$ cat src/rtl/vmem_rect_fill_if.sv
// Command, video-memory write and status signals between the rectangle-fill
// engine (slave) and the processor/arbiter side (master).
interface vmem_rect_fill_if #(
    parameter int unsigned ADDR_W = 14,
    parameter int unsigned DATA_W = 15
);
    logic              CMD_VALID;
    logic              CMD_READY;
    logic [6:0]        CMD_X;
    logic [6:0]        CMD_Y;
    logic [7:0]        CMD_W;
    logic [7:0]        CMD_H;
    logic [DATA_W-1:0] CMD_COLOR;
    logic              ABORT;
    logic              VMEM_WE;
    logic [ADDR_W-1:0] VMEM_ADDR;
    logic [DATA_W-1:0] VMEM_WDATA;
    logic              VMEM_GRANT;
    logic              BUSY;
    logic              DONE;
    logic              ABORTED;

    modport master (
        output CMD_VALID, CMD_X, CMD_Y, CMD_W, CMD_H, CMD_COLOR, ABORT, VMEM_GRANT,
        input  CMD_READY, VMEM_WE, VMEM_ADDR, VMEM_WDATA, BUSY, DONE, ABORTED
    );

    modport slave (
        input  CMD_VALID, CMD_X, CMD_Y, CMD_W, CMD_H, CMD_COLOR, ABORT, VMEM_GRANT,
        output CMD_READY, VMEM_WE, VMEM_ADDR, VMEM_WDATA, BUSY, DONE, ABORTED
    );
endinterface

$ cat src/rtl/vmem_rect_fill.sv
// Rectangle-fill engine: clips a command to the 128x124 screen and writes it
// pixel by pixel in raster order into the video-memory write port.
module vmem_rect_fill #(
    parameter int unsigned H_PIXELS = 128,
    parameter int unsigned V_LINES  = 124,
    parameter int unsigned ADDR_W   = 14,
    parameter int unsigned DATA_W   = 15
) (
    input logic             CLK,
    input logic             RESET_N,
    vmem_rect_fill_if.slave bus
);
    localparam int unsigned X_W = 7;
    localparam int unsigned Y_W = 7;

    typedef enum logic [1:0] {IDLE, FILL, FINISH} state_t;

    state_t       state;
    logic [X_W-1:0] cur_x;
    logic [Y_W-1:0] cur_y;
    logic [X_W-1:0] x_start;
    logic [X_W:0]   x_end;
    logic [Y_W:0]   y_end;

    // Clip window from the command fields; 9-bit sums cannot wrap.
    logic [8:0]     x_sum_c;
    logic [8:0]     y_sum_c;
    logic [X_W:0]   x_end_c;
    logic [Y_W:0]   y_end_c;
    logic           empty_c;

    assign x_sum_c = 9'(bus.CMD_X) + 9'(bus.CMD_W);
    assign y_sum_c = 9'(bus.CMD_Y) + 9'(bus.CMD_H);
    assign x_end_c = (x_sum_c > 9'(H_PIXELS)) ? (X_W+1)'(H_PIXELS) : (X_W+1)'(x_sum_c);
    assign y_end_c = (y_sum_c > 9'(V_LINES))  ? (Y_W+1)'(V_LINES)  : (Y_W+1)'(y_sum_c);
    assign empty_c = (bus.CMD_W == 8'd0) || (bus.CMD_H == 8'd0) ||
                     ({1'b0, bus.CMD_X} >= (X_W+1)'(H_PIXELS)) ||
                     ({1'b0, bus.CMD_Y} >= (Y_W+1)'(V_LINES));

    // Raster stepping: end of row and end of rectangle.
    logic [X_W:0]   nx_c;
    logic [Y_W:0]   ny_c;
    logic           row_end_c;
    logic           last_c;

    assign nx_c      = {1'b0, cur_x} + (X_W+1)'(1);
    assign ny_c      = {1'b0, cur_y} + (Y_W+1)'(1);
    assign row_end_c = (nx_c == x_end);
    assign last_c    = row_end_c && (ny_c == y_end);

    always_ff @(posedge CLK or negedge RESET_N) begin
        if (!RESET_N) begin
            state          <= IDLE;
            cur_x          <= '0;
            cur_y          <= '0;
            x_start        <= '0;
            x_end          <= '0;
            y_end          <= '0;
            bus.CMD_READY  <= 1'b1;
            bus.VMEM_WE    <= 1'b0;
            bus.VMEM_ADDR  <= '0;
            bus.VMEM_WDATA <= '0;
            bus.BUSY       <= 1'b0;
            bus.DONE       <= 1'b0;
            bus.ABORTED    <= 1'b0;
        end else begin
            case (state)
                IDLE: begin
                    if (bus.CMD_VALID && bus.CMD_READY) begin
                        cur_x         <= bus.CMD_X;
                        cur_y         <= bus.CMD_Y;
                        x_start       <= bus.CMD_X;
                        x_end         <= x_end_c;
                        y_end         <= y_end_c;
                        bus.CMD_READY <= 1'b0;
                        bus.BUSY      <= 1'b1;
                        if (empty_c) begin
                            state    <= FINISH;
                            bus.DONE <= 1'b1;
                        end else begin
                            state          <= FILL;
                            bus.VMEM_WE    <= 1'b1;
                            bus.VMEM_ADDR  <= ADDR_W'({bus.CMD_Y, bus.CMD_X});
                            bus.VMEM_WDATA <= bus.CMD_COLOR;
                        end
                    end
                end
                FILL: begin
                    // A grant coinciding with ABORT still completes that write.
                    if (bus.ABORT || (bus.VMEM_GRANT && last_c)) begin
                        state       <= FINISH;
                        bus.VMEM_WE <= 1'b0;
                        bus.DONE    <= 1'b1;
                        bus.ABORTED <= bus.ABORT;
                    end else if (bus.VMEM_GRANT) begin
                        if (row_end_c) begin
                            cur_x         <= x_start;
                            cur_y         <= ny_c[Y_W-1:0];
                            bus.VMEM_ADDR <= ADDR_W'({ny_c[Y_W-1:0], x_start});
                        end else begin
                            cur_x         <= nx_c[X_W-1:0];
                            bus.VMEM_ADDR <= ADDR_W'({cur_y, nx_c[X_W-1:0]});
                        end
                    end
                end
                FINISH: begin
                    state         <= IDLE;
                    bus.DONE      <= 1'b0;
                    bus.ABORTED   <= 1'b0;
                    bus.BUSY      <= 1'b0;
                    bus.CMD_READY <= 1'b1;
                end
                default: state <= IDLE;
            endcase
        end
    end
endmodule

$ cat src/flat_wrapper.sv
// flat-port wrapper written by rule: the top's interface ports become plain ports
module vmem_rect_fill_flat 
#(
    parameter int unsigned H_PIXELS = 128,
    parameter int unsigned V_LINES  = 124,
    parameter int unsigned ADDR_W   = 14,
    parameter int unsigned DATA_W   = 15
)
  (CLK, RESET_N, bus_CMD_VALID, bus_CMD_X, bus_CMD_Y, bus_CMD_W, bus_CMD_H, bus_CMD_COLOR, bus_ABORT, bus_VMEM_GRANT, bus_CMD_READY, bus_VMEM_WE, bus_VMEM_ADDR, bus_VMEM_WDATA, bus_BUSY, bus_DONE, bus_ABORTED);
  vmem_rect_fill_if #(.ADDR_W(ADDR_W), .DATA_W(DATA_W)) bus_i ();
  input logic CLK;
  input logic RESET_N;
  input wire logic [$bits(bus_i.CMD_VALID)-1:0] bus_CMD_VALID;
  input wire logic [$bits(bus_i.CMD_X)-1:0] bus_CMD_X;
  input wire logic [$bits(bus_i.CMD_Y)-1:0] bus_CMD_Y;
  input wire logic [$bits(bus_i.CMD_W)-1:0] bus_CMD_W;
  input wire logic [$bits(bus_i.CMD_H)-1:0] bus_CMD_H;
  input wire logic [$bits(bus_i.CMD_COLOR)-1:0] bus_CMD_COLOR;
  input wire logic [$bits(bus_i.ABORT)-1:0] bus_ABORT;
  input wire logic [$bits(bus_i.VMEM_GRANT)-1:0] bus_VMEM_GRANT;
  output wire logic [$bits(bus_i.CMD_READY)-1:0] bus_CMD_READY;
  output wire logic [$bits(bus_i.VMEM_WE)-1:0] bus_VMEM_WE;
  output wire logic [$bits(bus_i.VMEM_ADDR)-1:0] bus_VMEM_ADDR;
  output wire logic [$bits(bus_i.VMEM_WDATA)-1:0] bus_VMEM_WDATA;
  output wire logic [$bits(bus_i.BUSY)-1:0] bus_BUSY;
  output wire logic [$bits(bus_i.DONE)-1:0] bus_DONE;
  output wire logic [$bits(bus_i.ABORTED)-1:0] bus_ABORTED;
  assign bus_i.CMD_VALID = bus_CMD_VALID;
  assign bus_i.CMD_X = bus_CMD_X;
  assign bus_i.CMD_Y = bus_CMD_Y;
  assign bus_i.CMD_W = bus_CMD_W;
  assign bus_i.CMD_H = bus_CMD_H;
  assign bus_i.CMD_COLOR = bus_CMD_COLOR;
  assign bus_i.ABORT = bus_ABORT;
  assign bus_i.VMEM_GRANT = bus_VMEM_GRANT;
  assign bus_CMD_READY = bus_i.CMD_READY;
  assign bus_VMEM_WE = bus_i.VMEM_WE;
  assign bus_VMEM_ADDR = bus_i.VMEM_ADDR;
  assign bus_VMEM_WDATA = bus_i.VMEM_WDATA;
  assign bus_BUSY = bus_i.BUSY;
  assign bus_DONE = bus_i.DONE;
  assign bus_ABORTED = bus_i.ABORTED;
  vmem_rect_fill #(.H_PIXELS(H_PIXELS), .V_LINES(V_LINES), .ADDR_W(ADDR_W), .DATA_W(DATA_W)) u_core (.CLK(CLK), .RESET_N(RESET_N), .bus(bus_i));
endmodule
$ cat config.mk
export PLATFORM = sky130hd
export DESIGN_NAME = vmem_rect_fill_flat
export DESIGN_NICKNAME = d
export VERILOG_FILES = /design/src/rtl/vmem_rect_fill_if.sv /design/src/rtl/vmem_rect_fill.sv /design/src/flat_wrapper.sv
export SDC_FILE = /design/constraint.sdc
export NUM_CORES = 1
export LEC_CHECK = 0
export CAP_MARGIN = 20
export CORE_ASPECT_RATIO = 1.4
export CORE_UTILIZATION = 50
export DETAILED_ROUTE_END_ITERATION = 10
export PLACE_DENSITY = 0.77
export SLEW_MARGIN = 40
export SYNTH_ARGS = -nofsm -noshare
export SYNTH_HDL_FRONTEND = slang
export SYNTH_SLANG_ARGS = --single-unit
$ cat constraint.sdc
create_clock -name CLK -period 5.5 [get_ports CLK]
set_input_delay 1.1 -clock CLK [delete_from_list [all_inputs] [get_ports CLK]]
set_output_delay 1.1 -clock CLK [all_outputs]
set_load 0.005 [all_outputs]
==> results.ini <==
[pwr]
swShare_pct = 34.4
p_switching_uw = 991
p_clk_share_pct = 22.0
cellLeakagePower_uw = 0.00244
powerDensity_nw_per_um2 = 508
seqPwrFrac_pct = 36.1
p_total_uw = 2880
pwr-share-comb_pct = 41.9
ir_drop_uv = 293
intPower_uw = 1890

[grt]
grt_pass1_vias = 3783
antenna_found_initial = 0
grt_max_degree = 74
grt_pass1_wl_um = 18100
grt_overflow_total = 0
globalRouteTotalUtil_pct = 26.1

[cts]
clock_sinks = 73
cts_resized = 0
postCtsHoldBufs = 0
root_buffer = clkbuf_16
cts_tree = done
numCtsBuffers = 9
path_clk_slew_ns = 0.05
post_cts_buffers = 0
htreeDepth = 3
clk_path_buf_depth = 2
clk_latency_ns = 0.34

[finish]
drive_gt1_share_pct = 11.2
syn_to_final_growth_pct = 28.1
diodes = 0
final_cell_mix = clkdlybuf4s50_1 (82), dfrtp_1 (72), nand2_1 (58)
final_common_cell = clkdlybuf4s50_1
nNetsFinal = 598

[routing]
drt_iter0_drc = 256
via_per_inst = 5.89
met3_length_um = 563
drt-total-wl_um = 11000
met1Wirelength_um = 4620
drtPass1Iterations = 5
detail-route-antenna-nets = 0
maxUsedRoutingLayer = met4
wl_met2_um = 5470
remaining_drc_errors = 0
wl_per_cell_um = 17.3
vias = 3770

[synthesis]
synth_nets = 519
syn_area_per_cell_um2 = 9.83
async_flop_share_pct = 100
synthFlopType = dfrtp_1
syn_inst = 451
syn_area_um2 = 4440
ys_warn_count = 0
synth_cell_types = 64
synth-seq-cells = 73
synth_edf_count = 0
synth-seq-area-share_pct = 41.2

[worst_hold_path]
hold_path_depth = 2
whs_endpoint = u_core.x_start[0]
hold_class = reg2reg
hp-start = u_core.x_start[0]

[sta]
timing.fmax_mhz = 290
finalSetupViolCount = 0
fin_crit_sh_pct = 62.6
worstMarginPinSlew_ns = 0.666
finalCriticalPeriod_ns = 3.45
finalMaxSlewViolations = 0
skew_ns = 0.00640
final_hold_viol_count = 0
layout_setup_ws_ns = 2.05
max-slew-margin-rel_pct = 55.6
timing.hold.ws_ns = 0.479
fin_setup_tns_ns = 0
rsz0062_at_grt = false

[critical_path]
critPathRequiredTime_ns = 5.70
rrSetupSlack_ns = 2.11
worstPathCellList = clkdlybuf4s50_1 -> ha_1 -> inv_1 -> fa_1 -> nor2b_1 -> o21ai_0 -> a21oi_1 -> o21ai_0 -> nor3b_1 -> nor4b_1 -> o31ai_1
start_kind = input pin
crit_arrival_ns = 3.64
critPathBufInv = 2
slowest_delay_ns = 0.51
worstPathMaxFanout = 3
r2r_start = u_core.cur_x[0]
endpoint_kind = register
cp_slowest_cell = clkdlybuf4s50_1
cp_common_cell = o21ai_0
ff2ff_path_depth = 9
r2r-end = u_core.cur_y[0]
worstSetupPathType = in2reg
cp_top_family = simple AND/OR/NAND/NOR gates

[place]
dp_hpwl_um = 8150
gp_congestion = 0.895
place_ws_ns = 1.70
portBuffers = 83

[floorplan]
start_util_pct = 51.5
ios = 84
die_area_um2 = 9260
chipHeight_um = 113
fp.dieW_um = 81.6
core.rowCount = 40
core_um2 = 8610

[run]
max_cap_viol_count = 0

[status]
run_status = finished clean

## kinds of logic (layout without fill, tap and decap cells)
kind of cell	count (synthesis)	count (layout)	synth area share, %
multiplexers	46	46	12.1
AO/OA/AOI/OAI	100	100	15.7
adder cells (fa/ha/maj)	18	18	5.42
AND/OR/NAND/NOR	142	142	15.8
buffers and inverters	43	127	4.06
flip-flops	73	73	41.2
XOR/XNOR	29	29	5.73
## synthesized netlist by cell type (2+ instances only)
library cell	n	area share [%]
dfrtp_1	72	41
nand2_1	59	5.0
nor2_1	24	2.0
o21ai_0	24	2.7
inv_1	22	1.9
mux2_2	21	5.3
ha_1	16	4.5
xnor2_1	15	3.0
xor2_1	14	2.8
clkbuf_1	11	0.93
mux2i_1	11	2.5
a21oi_1	10	1.1
nand3_1	10	1.1
buf_2	9	1.0
mux2_4	9	3.0
nor4_1	8	1.1
or3_1	7	0.99
a31oi_1	6	0.85
nor3_1	6	0.68
o21ai_1	6	0.68
o31ai_1	6	1.0
mux2_1	5	1.3
nand4_1	5	0.71
nor2b_1	5	0.71
a21o_1	4	0.68
o211ai_1	4	0.68
o21a_1	4	0.68
o22a_1	4	0.79
o22ai_1	4	0.56
a211oi_1	3	0.51
a32o_1	3	0.68
and2_1	3	0.42
and3_1	3	0.42
o31a_1	3	0.59
a21boi_0	2	0.34
a41o_1	2	0.45
and4_1	2	0.39
fa_1	2	0.90
o2bb2ai_1	2	0.39
## worst max-delay path by stage
stage,startpoint,to,cells after the start
global placement,bus_VMEM_GRANT,u_core.bus.VMEM_ADDR[1],7
CTS,bus_VMEM_GRANT,u_core.bus.VMEM_ADDR[0],7
global route,bus_CMD_Y[0],u_core.y_end[2],11
floorplan,bus_VMEM_GRANT,u_core.cur_x[2],6
detailed placement,bus_VMEM_GRANT,u_core.bus.VMEM_ADDR[1],7
finish,bus_CMD_Y[0],u_core.y_end[1],11
## state kept, by name (all words and copies together), names as in the netlist
signal                 flops
u_core.bus.VMEM_WDATA     15
u_core.bus.VMEM_ADDR      14
u_core.x_end               8
u_core.y_end               8
u_core.cur_x               7
u_core.cur_y               7
u_core.x_start             7
u_core.state               2
u_core.bus.ABORTED         1
u_core.bus.BUSY            1
u_core.bus.CMD_READY       1
u_core.bus.DONE            1
u_core.bus.VMEM_WE         1
## through the flow
stage          instances  utilization, %  area (um2)
2_1_floorplan        451               -        4440
3_3_place_gp         623            61.9        5330
3_5_place_dp         624            62.1        5350
4_1_cts              640            65.9        5670
5_1_grt              640            66.0        5680
6_report             640            66.0        5680
## final cells by class
| cell class | instances | area (um2) |
|---|---|---|
| Clock inverter | 4 | 76.3 |
| Timing Repair Buffer | 89 | 875 |
| Clock buffer | 12 | 246 |
| Sequential cell | 73 | 1830 |
| Inverter | 22 | 82.6 |
| Multi-Input combinational cell | 335 | 2440 |
| Tap cell | 105 | 131 |
| Fill cell | 686 | 2930 |
## power by group through the flow
stage	clock network, uW	logic [uW]	registers, uW
2_1_floorplan	0	809	954
5_1_grt	664	1330	1080
4_1_cts	641	1210	1040
3_5_place_dp	0	1200	1040
3_3_place_gp	0	1170	1030
6_report	633	1210	1040
## layer usage
| metal | vias to the layer above | GRT usage, % |
|---|---|---|
| met1 | 1821 | 32.2 |
| met2 | 124 | 41.8 |
| met5 | - | 0 |
| li1 | 1793 | - |
| met3 | 32 | 5.68 |
| met4 | 0 | 14.6 |
## tightest hold or removal path, stage by stage, from the launching register on
cell and delay (ns):
dfrtp_1 0.34, nand2_1 0.05, nand2_1 0.06
Power figures use the tool's default switching activity.
